### config.mk
export PLATFORM = sky130hd
export DESIGN_NAME = message_loader
export DESIGN_NICKNAME = d
export VERILOG_FILES = /design/src/rtl/msg_pkg.sv /design/src/rtl/btn_debounce.sv /design/src/rtl/message_loader.sv
export SDC_FILE = /design/constraint.sdc
export NUM_CORES = 1
export LEC_CHECK = 0
export BUFFER_PORTS_ARGS = -buffer_cell sky130_fd_sc_hd__clkbuf_2
export CORE_ASPECT_RATIO = 0.9
export CORE_MARGIN = 1.5
export CORE_UTILIZATION = 65
export CTS_CLUSTER_SIZE = 10
export DETAILED_ROUTE_END_ITERATION = 8
export PLACE_DENSITY = 0.89
export SLEW_MARGIN = 10
export SYNTH_ARGS = -nofsm -noshare
export SYNTH_HDL_FRONTEND = slang
export SYNTH_SLANG_ARGS = --single-unit
### constraint.sdc
create_clock -name clock -period 5.18 [get_ports clock]
set_input_delay 0.777 -clock clock [delete_from_list [all_inputs] [get_ports clock]]
set_output_delay 0.777 -clock clock [all_outputs]
set_load 0.02 [all_outputs]
### src/rtl/msg_pkg.sv
// Shared types and default sizes for the message entry path.
// The state enum is used by the loader FSM; the constants seed its parameters.
package msg_pkg;

    localparam int MSG_ADDR_W = 5;
    localparam int MSG_DATA_W = 5;
    localparam int MSG_DEPTH  = 32;
    localparam logic [MSG_DATA_W-1:0] MSG_BLANK_CODE = 5'h1F;

    typedef enum logic [1:0] {
        CLEAR = 2'd0,
        LOAD  = 2'd1,
        RUN   = 2'd2
    } msg_state_e;

endpackage

### src/rtl/btn_debounce.sv
// Raw push-button conditioner: two-flop synchroniser, stable-level down-counter,
// and a single-cycle pulse when the debounced level rises.
module btn_debounce #(
    parameter int DEBOUNCE_CYCLES = 500000
) (
    input  logic clock,
    input  logic reset,
    input  logic btn,
    output logic pulse
);

    localparam int CNT_W = $clog2(DEBOUNCE_CYCLES + 1);
    localparam logic [CNT_W-1:0] RELOAD = CNT_W'(DEBOUNCE_CYCLES - 1);

    logic [1:0]       sync_q;
    logic             level_q;
    logic [CNT_W-1:0] cnt_q;

    // Any cycle where the synchronised input matches the accepted level
    // reloads the timer, so a bounce restarts the stability window.
    always_ff @(posedge clock) begin
        if (reset) begin
            sync_q  <= 2'b00;
            level_q <= 1'b0;
            cnt_q   <= RELOAD;
            pulse   <= 1'b0;
        end else begin
            sync_q <= {sync_q[0], btn};
            pulse  <= 1'b0;
            if (sync_q[1] == level_q) begin
                cnt_q <= RELOAD;
            end else if (cnt_q == '0) begin
                level_q <= sync_q[1];
                cnt_q   <= RELOAD;
                pulse   <= sync_q[1];
            end else begin
                cnt_q <= cnt_q - 1'b1;
            end
        end
    end

endmodule

### src/rtl/message_loader.sv
// Message entry controller: fills the character RAM from the switches and buttons,
// blanks the RAM on reset or request, and raises run once a message is committed.
//
// state | meaning
// ------+-------------------------------------------------------------
// CLEAR | sweeping BLANK_CODE over every RAM address; buttons ignored
// LOAD  | user entry: store appends data_in, done commits to RUN
// RUN   | message committed; downstream scroller enabled
module message_loader
    import msg_pkg::*;
#(
    parameter int ADDR_W          = MSG_ADDR_W,
    parameter int DATA_W          = MSG_DATA_W,
    parameter int DEPTH           = MSG_DEPTH,
    parameter int DEBOUNCE_CYCLES = 500000,
    parameter logic [DATA_W-1:0] BLANK_CODE = MSG_BLANK_CODE
) (
    input  logic              clock,
    input  logic              Reset,
    input  logic [DATA_W-1:0] data_in,
    input  logic              btn_store,
    input  logic              btn_done,
    input  logic              btn_clear,
    output logic              we,
    output logic [ADDR_W-1:0] address,
    output logic [DATA_W-1:0] data_out,
    output logic [ADDR_W:0]   length,
    output logic              run,
    output logic              full,
    output logic              busy
);

    localparam logic [ADDR_W:0]   DEPTH_L  = (ADDR_W + 1)'(DEPTH);
    localparam logic [ADDR_W-1:0] ADDR_MAX = ADDR_W'(DEPTH - 1);

    logic store_p;
    logic done_p;
    logic clear_p;

    btn_debounce #(.DEBOUNCE_CYCLES(DEBOUNCE_CYCLES)) u_db_store (
        .clock (clock),
        .reset (Reset),
        .btn   (btn_store),
        .pulse (store_p)
    );

    btn_debounce #(.DEBOUNCE_CYCLES(DEBOUNCE_CYCLES)) u_db_done (
        .clock (clock),
        .reset (Reset),
        .btn   (btn_done),
        .pulse (done_p)
    );

    btn_debounce #(.DEBOUNCE_CYCLES(DEBOUNCE_CYCLES)) u_db_clear (
        .clock (clock),
        .reset (Reset),
        .btn   (btn_clear),
        .pulse (clear_p)
    );

    msg_state_e        state_q,    state_n;
    logic [ADDR_W:0]   clr_cnt_q,  clr_cnt_n;
    logic [ADDR_W-1:0] wr_ptr_q,   wr_ptr_n;
    logic [ADDR_W:0]   length_q,   length_n;
    logic              we_q,       we_n;
    logic [ADDR_W-1:0] address_q,  address_n;
    logic [DATA_W-1:0] data_q,     data_n;

    always_ff @(posedge clock) begin
        if (Reset) begin
            state_q   <= CLEAR;
            clr_cnt_q <= '0;
            wr_ptr_q  <= '0;
            length_q  <= '0;
            we_q      <= 1'b0;
            address_q <= '0;
            data_q    <= BLANK_CODE;
        end else begin
            state_q   <= state_n;
            clr_cnt_q <= clr_cnt_n;
            wr_ptr_q  <= wr_ptr_n;
            length_q  <= length_n;
            we_q      <= we_n;
            address_q <= address_n;
            data_q    <= data_n;
        end
    end

    always_comb begin
        state_n   = state_q;
        clr_cnt_n = clr_cnt_q;
        wr_ptr_n  = wr_ptr_q;
        length_n  = length_q;
        we_n      = 1'b0;
        address_n = address_q;
        data_n    = data_q;

        unique case (state_q)
            CLEAR: begin
                // Counter runs one past the last address so busy covers the final write.
                if (clr_cnt_q < DEPTH_L) begin
                    we_n      = 1'b1;
                    address_n = clr_cnt_q[ADDR_W-1:0];
                    data_n    = BLANK_CODE;
                    clr_cnt_n = clr_cnt_q + 1'b1;
                end else begin
                    state_n  = LOAD;
                    wr_ptr_n = '0;
                    length_n = '0;
                end
            end

            LOAD: begin
                if (clear_p) begin
                    state_n   = CLEAR;
                    we_n      = 1'b1;
                    address_n = '0;
                    data_n    = BLANK_CODE;
                    clr_cnt_n = (ADDR_W + 1)'(1);
                    wr_ptr_n  = '0;
                    length_n  = '0;
                end else if (done_p) begin
                    if (length_q != '0) begin
                        state_n = RUN;
                    end
                end else if (store_p && (length_q < DEPTH_L)) begin
                    we_n      = 1'b1;
                    address_n = wr_ptr_q;
                    data_n    = data_in;
                    length_n  = length_q + 1'b1;
                    if (wr_ptr_q != ADDR_MAX) begin
                        wr_ptr_n = wr_ptr_q + 1'b1;
                    end
                end
            end

            RUN: begin
                if (clear_p) begin
                    state_n   = CLEAR;
                    we_n      = 1'b1;
                    address_n = '0;
                    data_n    = BLANK_CODE;
                    clr_cnt_n = (ADDR_W + 1)'(1);
                    wr_ptr_n  = '0;
                    length_n  = '0;
                end else if (done_p) begin
                    state_n = LOAD;
                end
            end

            default: begin
                state_n   = CLEAR;
                clr_cnt_n = '0;
            end
        endcase
    end

    assign we       = we_q;
    assign address  = address_q;
    assign data_out = data_q;
    assign length   = length_q;
    assign run      = (state_q == RUN);
    assign busy     = (state_q == CLEAR);
    assign full     = (length_q == DEPTH_L);

endmodule
== Word level (Yosys, flattened, before mapping) ==
Index checks and enable logic that the tools add are counted.

* Bits in registers: 99
* Bits in latches: 0
* Memory bits (writable): 0
* Bits in read-only memories: 0
* Input bits: 10
* Output and inout bits: 20
* Word-level logic and storage cells: 112
* Memories kept: 0

* Add/sub/neg operators: 6
* $mul: 0
* Div/mod/pow operators: 0
* Order comparisons: 2
* Equal/unequal tests: 17
* Shift-type cells: 0
* Muxes and demuxes: 40
* Bitwise gates (word level): 6
* Reductions and logical operators: 22

{| class="wikitable"
|+ Operators by type and width
! cell !! count
|-
| $mux W5 || 15
|-
| $logic_not A19 Y1 || 3
|-
| $sub A19 B1 Y19 const B || 3
|-
| $pmux W5 S3 || 3
|-
| $mux W6 || 7
|-
| $pmux W6 S3 || 1
|-
| $reduce_or A3 Y1 || 6
|-
| $add A6 B1 Y6 const B || 2
|-
| $lt A6 B6 Y1 const B || 2
|-
| $mux W2 || 6
|-
| $ne A3 B2 Y1 const B || 4
|-
| $pmux W6 S2 || 1
|-
| $reduce_and A5 Y1 || 2
|-
| $reduce_and A2 Y1 || 4
|-
| $eq A6 B6 Y1 const B || 1
|-
| $ne A2 B1 Y1 const B || 3
|-
| $ne A3 B1 Y1 const B || 2
|-
| $not A1 Y1 || 6
|-
| $pmux W2 S3 || 1
|-
| $reduce_and A6 Y1 || 1
|-
| $reduce_bool A6 Y1 || 1
|-
| $add A5 B1 Y5 const B || 1
|-
| $mux W1 || 5
|-
| $ne A5 B5 Y1 const B || 1
|-
| 10 further kinds || 12
|}

== Longest topological paths before layout ==
* Depth in word-level cells: 6
* Gate-level depth with buffers: 8
* Gate-level depth less buffers: 7

== Modules after synthesis ==
A second synthesis with hierarchy kept.

* Cells, all modules: 526
* Area, all modules: 4763.3 um^2

{| class="wikitable"
|+ By module, submodules not included
! module !! instances !! cells an instance !! area an instance (um^2)
|-
| btn_debounce at u_db_done ... || 2 || 109 || 1002.2
|-
| message_loader || 1 || 197 || 1687.9
|-
| btn_debounce at u_db_clear || 1 || 111 || 1071.0
|}

== Worst setup path after synthesis ==
No wires, ideal clock.

* Path kind: register to output
* From: reg length_q[0] (netlist: length[0])
* To: out full
* Arrival: 1.504 ns
* Required time: 4.403 ns
* Setup slack: 2.899 ns
* Cell stages (with the launch flop): 5
* Cell sequence: dfxtp_1 -> inv_1 -> ha_1 -> or4b_2 -> nor2_1

* Cells in the longest elaborated chain, start to end: 1

{| class="wikitable"
|+ Ends and longest elaborated chain
! item !! RTL line !! RTL
|-
| from (decl) || message_loader.sv:64 || <nowiki>logic [ADDR_W:0] length_q, length_n;</nowiki>
|-
| from (signal assigned) || message_loader.sv:82 || <nowiki>length_q <= length_n;</nowiki>
|-
| $eq A6 B6 Y1 || message_loader.sv:164 || <nowiki>assign full = (length_q == DEPTH_L);</nowiki>
|-
| to (decl) || message_loader.sv:29 || <nowiki>output logic full,</nowiki>
|}

No other way between the ends.

== Final worst setup path ==
Same ends and word-level chain as after synthesis.

==> impl_results.md <==
- Sw Share: 0.234
- Sequential share of power: 0.550
- Most frequent cells after synthesis: dfxtp_1 (99), nor2_1 (49), nand2_1 (34)
- Total grt overflow: 0
- Unique masters post-synth: 57
- Clock share of power: 0.381
- WP data required: 4.40 ns
- Post-Syn Area: 4590 sq um
- Main flop type after synthesis: dfxtp_1
- Die X: 91.6 um
- Largest net degree at the start of global routing: 41
- Maxcap violations: 0
- Design internal power: 1.10 mW
- CP Launch Type: register
- Status: completed
- CTS Buf Count: 9
- Worst R2R Start: state_q[1]$_SDFFE_PP0P_
- CTS tree: done
- Drt drc: 0
- First-pass GRT wire length: 15.8 mm
- Root buffer cell: clkbuf_8
- Die Area: 7570 sq um
- Worst setup path startpoint: length[0]$_SDFFE_PP0P_
- H-tree levels: 3
- Fraction of registers with async set/reset: 0
- NumNets Final: 567
- Rel. slew slack: 0.330
- Post-Synth Adder-Cell Area: 0.0409
- Setup crit end: full
- Drt first pass iters: 4
- Global placement routability congestion: 0.927
- Placement Rows: 28
- Post-Synth XOR/XNOR Area: 0.0630
- Vias per cell: 6.07
- Final non-filler cell total: 637
- Placed cell count: 621
- Filler cells: 470
- Layout cells sized above 1: 0.119
- Top post-synthesis cells by area: dfxtp_1 (43%), ha_1 (4.1%), nor2_1 (4.0%), xor2_1 (3.6%), a21oi_1 (3.6%)
- Worst setup EP type: primary output
- Share of the synthesized area in the top cell type: 0.432
- Leading area contributor after synthesis: dfxtp_1
- Total GRT Usage: 0.259
- YS warnings: 0
- CTS Buffer Depth: 2
- Synthesized net count: 544
- Crit-path max FO: 5
- Worst reg2reg path depth: 6
- IO Pins: 30
- Core area: 6690 sq um
- Setup Crit Path Kind: reg -> out
- Clock transition at path regs: 0.09 ns
- Critical path data arrival time: 1.87 ns
- Achievable frequency: 378 MHz
- Fin crit period: 2.65 ns
- Multiplexer area fraction after synthesis: 0.00682
- Seq cells post-synth: 99
- Pwr dens: 288 nW/um^2
- Clock Skew: 0.00819 ns
- RSZ-0062 raised after global routing: no
- Register area share after synthesis: 0.432
- NetSw: 0.337 mW
- ANT cells: 0
- Resized cells post-CTS: 0
- Count leader, synth: dfxtp_1
- Port Buf Inserts: 29
- Later-pin clock latency in the skew report: 0.35 ns
- Largest family of logic cells by synthesized area: simple AND/OR/NAND/NOR gates
- Setup_tns: 0 ns
- R2R Setup Slk: 2.62 ns
- Worst VDD drop: 0.181 mV
- Synth-to-layout area growth: 9.14%
- Vias after detailed routing: 3865
- Initial antenna violation count: 0
- Syn Area/Cell: 8.84 sq um
- Iteration-0 DRC Markers: 203
- Post-detail-place hpwl: 6.57 mm
- Number of global-route vias before repair: 3621
- Initial Util: 0.686
- Synth Area in Compound Gates: 0.148
- Hold WS: 0.417 ns
- Post-CTS setup buffer count: 0
- WL per Instance: 14.5 um
- EDFF count, synth: 0
- Die height: 82.7 um
- Leak: 1.75 nW
- Post-Synthesis Cells: 519
- R2r endpoint: wr_ptr_q[1]$_SDFFE_PP0P_
- Final Hold Vio Count: 0
- Tcrit/Tclk final: 0.511
- Final setup viols: 0
- Final count of pins violating max slew: 0
- Clock Sink Count: 99
- Post-Synth Simple-Gate Area: 0.284
- Combinational power share: 0.069
- Post-route ant nets: 0
- CTS Hold Bufs: 0
- DRT Wirelength: 9.25 mm
- Worst min path class: reg -> reg
- Actual slew at the worst max-slew pin: 0.997 ns
## worst max-delay path, cell delays in order, from the launching register on
cell and delay, ns:
dfxtp_1 0.36, inv_1 0.09, ha_1 0.15, or4b_2 0.61
nor2_1 0.12, clkbuf_2 0.18
## per-stage QoR
stage          cell area (sq um)  power (mW)   util  setup WS, ns
4_1_cts                     5010        1.45  0.748          2.53
3_5_place_dp                4780       0.909  0.715          2.20
3_3_place_gp                4780       0.905  0.715          2.36
6_report                    5010        1.44  0.748          2.53
5_1_grt                     5010        1.49  0.748          2.41
2_1_floorplan               4590       0.882      -          2.90
## cell type report
type | instances | area [sq um] | share of cell area
Inverter | 13 | 48.8 | 0.00975
Multi-Input combinational cell | 390 | 2490 | 0.498
Tap cell | 90 | 113 | 0.0225
Sequential cell | 99 | 1980 | 0.396
Clock buffer | 11 | 141 | 0.0282
Timing Repair Buffer | 29 | 145 | 0.0290
Clock inverter | 5 | 83.8 | 0.0167
## sequential cells by signal, summed over array words and instances, names as in the netlist, 2 cells and up
name / cells
data_out: 5
clr_cnt_q: 6
u_db_store.cnt_q: 19
u_db_done.cnt_q: 19
state_q: 2
u_db_done.sync_q: 2
u_db_store.sync_q: 2
u_db_clear.cnt_q: 19
length: 6
wr_ptr_q: 5
address: 5
u_db_clear.sync_q: 2
## placed cells by master (no fill, tap or decap), types with 6 or more instances in the layout
cell       n
a21oi_1   33
nor2_1    49
o21bai_1   6
nand2_1   34
clkbuf_2  29
dfxtp_1   99
nand3b_1   6
inv_1     13
nor4_1    16
nand4_1   10
or4_1      8
xor2_1    19
or3_1     12
nor3_1    14
nand2b_1  14
xnor2_1   14
nand3_1   32
clkbuf_8  10
nor2b_1   12
ha_1      15
o31ai_1   10
o21ai_0   21
## cell families (layout without fill, tap and decap cells)
logic type / count (synthesis) / in the layout
AOI/OAI and AO/OA: 102 / 102
and+or+nand+nor: 237 / 237
muxes: 3 / 3
buffers and inverters: 30 / 58
DFF: 99 / 99
adders and majority gates: 15 / 15
xor gates and xnor gates: 33 / 33
## power by group through the flow
stage	sequential [mW]	clock (mW)	combinational, mW
after floorplan	0.816	0	0.0660
after global placement	0.809	0	0.0955
after detailed placement	0.810	0	0.0985
after CTS	0.793	0.555	0.0992
after global routing	0.796	0.587	0.109
final	0.793	0.549	0.0995
## metal layers
layer,wire length [um],global-route usage,vias up
met2,4540,0.477,110
met5,0,0,-
met4,116,0.0813,0
met3,418,0.0604,15
met1,4180,0.303,1805
li1,-,-,1935
## worst min path at each step
stage,depth (start not counted),startpoint,slack [ns],to
after floorplan,1,u_db_done.cnt_q[0]$_SDFF_PP1_,0.38,u_db_done.cnt_q[0]$_SDFF_PP1_
after global placement,1,u_db_done.cnt_q[0]$_SDFF_PP1_,0.40,u_db_done.cnt_q[0]$_SDFF_PP1_
after detailed placement,1,u_db_done.cnt_q[0]$_SDFF_PP1_,0.40,u_db_done.cnt_q[0]$_SDFF_PP1_
after CTS,1,u_db_done.cnt_q[0]$_SDFF_PP1_,0.42,u_db_done.cnt_q[0]$_SDFF_PP1_
after global routing,1,u_db_store.cnt_q[0]$_SDFF_PP1_,0.44,u_db_store.cnt_q[0]$_SDFF_PP1_
final,1,u_db_done.cnt_q[0]$_SDFF_PP1_,0.42,u_db_done.cnt_q[0]$_SDFF_PP1_
No activity file was read; power rests on OpenSTA's default activity.
